### src/rtl/exibidor_sequencia.sv
// Plays the stored color sequence on the RGB LEDs for the game FSM:
// each element is shown for t_on cycles, then blanked for t_off cycles.
module exibidor_sequencia #(
    parameter int ADDR_W = 4,
    parameter int CNT_W  = 12,
    parameter int T_ON   = 1000,
    parameter int T_OFF  = 500
) (
    input  logic              clock,
    input  logic              reset,
    input  logic              start,
    input  logic              abort,
    input  logic              modo_rapido,
    input  logic [ADDR_W-1:0] limite,
    input  logic [3:0]        mem_dado,
    output logic [ADDR_W-1:0] mem_addr,
    output logic [3:0]        leds,
    output logic              busy,
    output logic              done,
    output logic [2:0]        db_estado
);

    typedef enum logic [2:0] {
        IDLE = 3'd0,
        LOAD = 3'd1,
        ON   = 3'd2,
        OFF  = 3'd3,
        NEXT = 3'd4,
        FIM  = 3'd5
    } state_t;

    // Terminal counts are kept as "duration minus one" so the counter compares directly.
    localparam logic [CNT_W-1:0] ON_LAST_NORM  = CNT_W'(T_ON - 1);
    localparam logic [CNT_W-1:0] OFF_LAST_NORM = CNT_W'(T_OFF - 1);
    localparam logic [CNT_W-1:0] ON_LAST_FAST  = CNT_W'((T_ON >> 1) - 1);
    localparam logic [CNT_W-1:0] OFF_LAST_FAST = CNT_W'((T_OFF >> 1) - 1);

    state_t            r_state;
    state_t            w_nextState;
    logic [ADDR_W-1:0] r_memAddr;
    logic [ADDR_W-1:0] r_lim;
    logic [CNT_W-1:0]  r_cnt;
    logic [CNT_W-1:0]  r_onLast;
    logic [CNT_W-1:0]  r_offLast;
    logic [3:0]        r_cor;
    logic              w_onEnd;
    logic              w_offEnd;
    logic              w_abortRun;

    assign w_onEnd    = (r_cnt == r_onLast);
    assign w_offEnd   = (r_cnt == r_offLast);
    assign w_abortRun = abort && (r_state != IDLE);

    always_comb begin
        w_nextState = IDLE;
        case (r_state)
            IDLE:    w_nextState = (start && !abort) ? LOAD : IDLE;
            LOAD:    w_nextState = ON;
            ON:      w_nextState = w_onEnd ? OFF : ON;
            OFF: begin
                if (!w_offEnd)
                    w_nextState = OFF;
                else if (r_memAddr == r_lim)
                    w_nextState = FIM;
                else
                    w_nextState = NEXT;
            end
            NEXT:    w_nextState = LOAD;
            FIM:     w_nextState = IDLE;
            default: w_nextState = IDLE;
        endcase
        if (abort)
            w_nextState = IDLE;
    end

    always_ff @(posedge clock or negedge reset) begin
        if (!reset) begin
            r_state   <= IDLE;
            r_memAddr <= '0;
            r_lim     <= '0;
            r_cnt     <= '0;
            r_onLast  <= ON_LAST_NORM;
            r_offLast <= OFF_LAST_NORM;
            r_cor     <= '0;
        end else begin
            r_state <= w_nextState;
            case (r_state)
                IDLE: begin
                    r_memAddr <= '0;
                    r_cnt     <= '0;
                    if (start && !abort) begin
                        r_lim     <= limite;
                        r_onLast  <= modo_rapido ? ON_LAST_FAST  : ON_LAST_NORM;
                        r_offLast <= modo_rapido ? OFF_LAST_FAST : OFF_LAST_NORM;
                    end
                end
                LOAD: begin
                    r_cor <= mem_dado;
                    r_cnt <= '0;
                end
                ON:      r_cnt <= w_onEnd  ? '0 : r_cnt + CNT_W'(1);
                OFF:     r_cnt <= w_offEnd ? '0 : r_cnt + CNT_W'(1);
                NEXT:    r_memAddr <= r_memAddr + ADDR_W'(1);
                FIM:     r_memAddr <= '0;
                default: r_memAddr <= '0;
            endcase
            // A cancelled run must leave the address and counter ready for a fresh start.
            if (w_abortRun) begin
                r_memAddr <= '0;
                r_cnt     <= '0;
            end
        end
    end

    assign mem_addr  = r_memAddr;
    assign leds      = (r_state == ON) ? r_cor : 4'd0;
    assign busy      = (r_state != IDLE);
    assign done      = (r_state == FIM) && !abort;
    assign db_estado = r_state;

endmodule

### config.mk
export PLATFORM = sky130hd
export DESIGN_NAME = exibidor_sequencia
export DESIGN_NICKNAME = d
export VERILOG_FILES = /design/src/rtl/exibidor_sequencia.sv
export SDC_FILE = /design/constraint.sdc
export NUM_CORES = 1
export LEC_CHECK = 0
export ABC_AREA = 1
export BUFFER_PORTS_ARGS = -buffer_cell sky130_fd_sc_hd__buf_2
export CORE_MARGIN = 2
export CORE_UTILIZATION = 50
export DETAILED_ROUTE_END_ITERATION = 12
export PLACE_DENSITY = 0.82
export SKIP_LAST_GASP = 1
export SYNTH_ARGS = -nofsm -noshare
export SYNTH_HDL_FRONTEND = slang
export SYNTH_SLANG_ARGS = --single-unit
### constraint.sdc
create_clock -name clock -period 1.45 [get_ports clock]
set_clock_uncertainty 0.2 [all_clocks]
set_input_delay 0.2175 -clock clock [delete_from_list [all_inputs] [get_ports clock]]
set_output_delay 0.2175 -clock clock [all_outputs]
set_load 0.01 [all_outputs]
==> results.md <==
* CTS HTree Levels at 2
* Die boundary width at 62.43 µm
* CTS buffer count at 5
* Hold Vio Cnt, Final at 0
* Clock tree sinks at 29
* Leakage power at between 1 and 1.5 nW
* DIE HEIGHT at ~62 µm
* RR Startpoint: r_cnt[9]
* Total GRT Usage at 0.2776
* Starting density of the core at 0.5155
* Initial antenna violation count at 0
* Reg clk slew, reported paths at 0.12 ns
* DRC viols at 0
* Post-synthesis register bit count at 29
* Syn nets at about 230
* MaxCap Viol Count at 0
* Reg-to-Reg End: r_cnt[4]
* Area of the multi-input gates at ~0.0011 mm²
* Vias at 2103
* ANT cells at 0
* CTS root buf: clkbuf_4
* Slew HR at 0.6592
* YS warnings at 0
* Seq. cell area at 732.0 µm²
* Hold slack at 0.06394 ns
* CP Launch Point: db_estado[2]
* Vias per inst at between 6 and 7
* Mapped Cells at 213
* Syn_area_per_cell at 8.012 µm²
* # port buffers at 25
* Synth Cell Area at 0.001707 mm²
* Worst setup margin at -0.3604 ns
* Final worst-path cycle share at 1.249
* RSZ-0062 raised after global routing: yes
* Worst Path Max Fanout at 3
* Routability cong. at 0.9715
* Failing checks: negative setup slack
* Reg2Reg Depth at 9
* Die ar. at about 0.0039 mm²
* CP max stage cell: dfrtp_1
* Clock Path Buffers at 2
* Detail Placement HPWL at 2.835 mm
* Drt total wl at around 7 mm
* Fmax at 0.5524 GHz
* Core area at 0.003311 mm²
* Final Critical Period at between 1.5 and 2 ns
* Worst path most repeated cell: inv_2
* Power Density at just over 700 mW/mm²
* Max-slew violations at 0
* Max incr delay on CP at 0.41 ns
* Crit path kind: reg2out
* Layout cells sized above 1 at 0.5592
* CP endpoint: done
* Largest net degree at the start of global routing at 30
* Seq/Total Area, Yosys at 0.4260
* Critical path arrival at 1.39 ns
* I/O pins at 26
* CP Cell Sequence: inv_2, nor2_1, inv_2, nor3_2, buf_2
* Peak VDD IR at 0.4752 mV
* Global-route wire length before repair at ~8.4 mm
* Status: finished, violations left
* WL/cell at 20.57 µm
* Post-synth cell types at 31
* Fill count at 140
* Pre-CTS WS at -0.1810 ns
* Vias in the first global route at ~1800
* Area Overhead vs Synth at 64.30%
* 1st-iter DRT viols at around 200
* Final setup vio count at 37
* Drt pass-1 iters at 7
* FP Rows at 21
* Critical Path Sink Type: output port
* Total gr overflow at 0
* Clk_lat worst skew at 0.36 ns
* Worst Tran Pin Value at 0.5059 ns
* Hold Crit Class: in2reg
* Layout net count at 318
* DRT antenna net count at 0
* CTS tree: built
* Startpoint types: flop
* Setup slack, reg-to-reg at -0.34 ns
* CP required at 1.03 ns
==> cells by family after synthesis <==
logic type                 synth area share
and+or+nand+nor                      0.3167
adders and majority gates           0.01466
DFF                                  0.4260
xor gates and xnor gates            0.07185
AOI/OAI and AO/OA                    0.1034
buffers and inverters               0.06744
==> cell type report <==
cell class | count | area share
timing repair buffer | 87 | 0.2584
tap | 46 | 0.02053
clock inverter | 3 | 0.006247
multi-input combinational | 157 | 0.4025
inverter | 23 | 0.03793
sequential | 29 | 0.2610
clock buffer | 5 | 0.01339
==> worst max-delay path, delay by kind of cell, from the launching register on <==
family	cells	cell delay [ns]
buffers and inverters	3	0.30
DFF	1	0.41
and+or+nand+nor	2	0.33
==> worst min-delay path by stage <==
stage / endpoint / cells past startpoint / slack (ns) / start
floorplan: db_estado[0] / 0 / -0.28 / reset
detailed placement: r_cnt[4] / 2 / -0.02 / reset
global route: db_estado[0] / 4 / 0.09 / abort
global placement: r_cnt[4] / 2 / -0.02 / reset
finish: db_estado[0] / 4 / 0.06 / abort
CTS: db_estado[0] / 4 / 0.02 / abort
==> stage by stage <==
stage | util | power, mW | setup TNS (ns) | cells | cell area (µm²)
floorplan | - | 1.115 | -1.338 | 213 | 1712
global placement | 0.6557 | 1.247 | -1.882 | 317 | 2171
detailed placement | 0.6557 | 1.257 | -2.296 | 317 | 2171
CTS | 0.7661 | 1.808 | -4.262 | 348 | 2536
global route | 0.8469 | 2.107 | -11.10 | 350 | 2804
finish | 0.8469 | 2.041 | -9.038 | 350 | 2804
==> metal layers <==
| layer | part of all wire | up-vias | track usage | routed length (µm) |
|---|---|---|---|---|
| met5 | 0 | - | 0 | 0 |
| met3 | 0.085 | 81 | 0.05405 | 615 |
| met4 | 0.098 | 0 | 0.1306 | 707 |
| li1 | - | 867 | - | - |
| met1 | 0.35 | 978 | 0.3208 | 2526 |
| met2 | 0.47 | 177 | 0.4933 | 3350 |
==> layout by cell type, fill, tap and decap left out, types with 5 or more instances in the layout <==
cell type	count
a21oi_1	6
a21oi_2	9
buf_2	22
buf_4	39
buf_6	11
clkbuf_4	5
dfrtp_1	24
dlygate4sd3_1	11
inv_1	11
inv_2	7
nand2_1	32
nand2_2	17
nand2_4	8
nand3_1	9
nor2_1	17
nor2_4	12
xnor2_1	6
xor2_1	8
==> flip-flops by register name, summed over array words and instances, names as in the netlist <==
register / flops
r_cor: 4
r_cnt: 12
mem_addr: 4
r_lim: 4
db_estado: 3
r_onLast: 2
==> synth_stat cells (all sizes together) <==
library cell	number	area, µm²
nand2	58	240.2
nor2	33	161.4
dfrtp	28	700.7
inv	21	78.82
a21oi	15	97.59
nand3	14	75.07
o21ai	8	55.05
xor2	8	70.07
xnor2	6	52.55
buf	4	26.27
nor3	4	25.02
nand4	3	18.77
clkinv	2	10.01
ha	2	25.02
a31oi	1	6.260
a32o	1	10.01
and3	1	6.260
dfstp	1	26.28
nor3b	1	7.510
nor4	1	6.260
o21bai	1	7.510
==> timing repair <==
action,in CTS,in global routing
pin swaps,10,18
buffers inserted,11,4
endpoints found under the setup margin,24,36
resized for setup,28,68
hold buffers,11,0
endpoints found under the hold margin,40,0
gates cloned,1,0
==> report_power, final <==
part | leakage (nW) | total, mW | switching [mW] | internal [mW]
logic | 0.908 | 0.580 | 0.328 | 0.252
registers | 0.373 | 0.945 | 0.0630 | 0.882
clock network | 0.0310 | 0.516 | 0.334 | 0.183
Power figures use the tool's default switching activity.
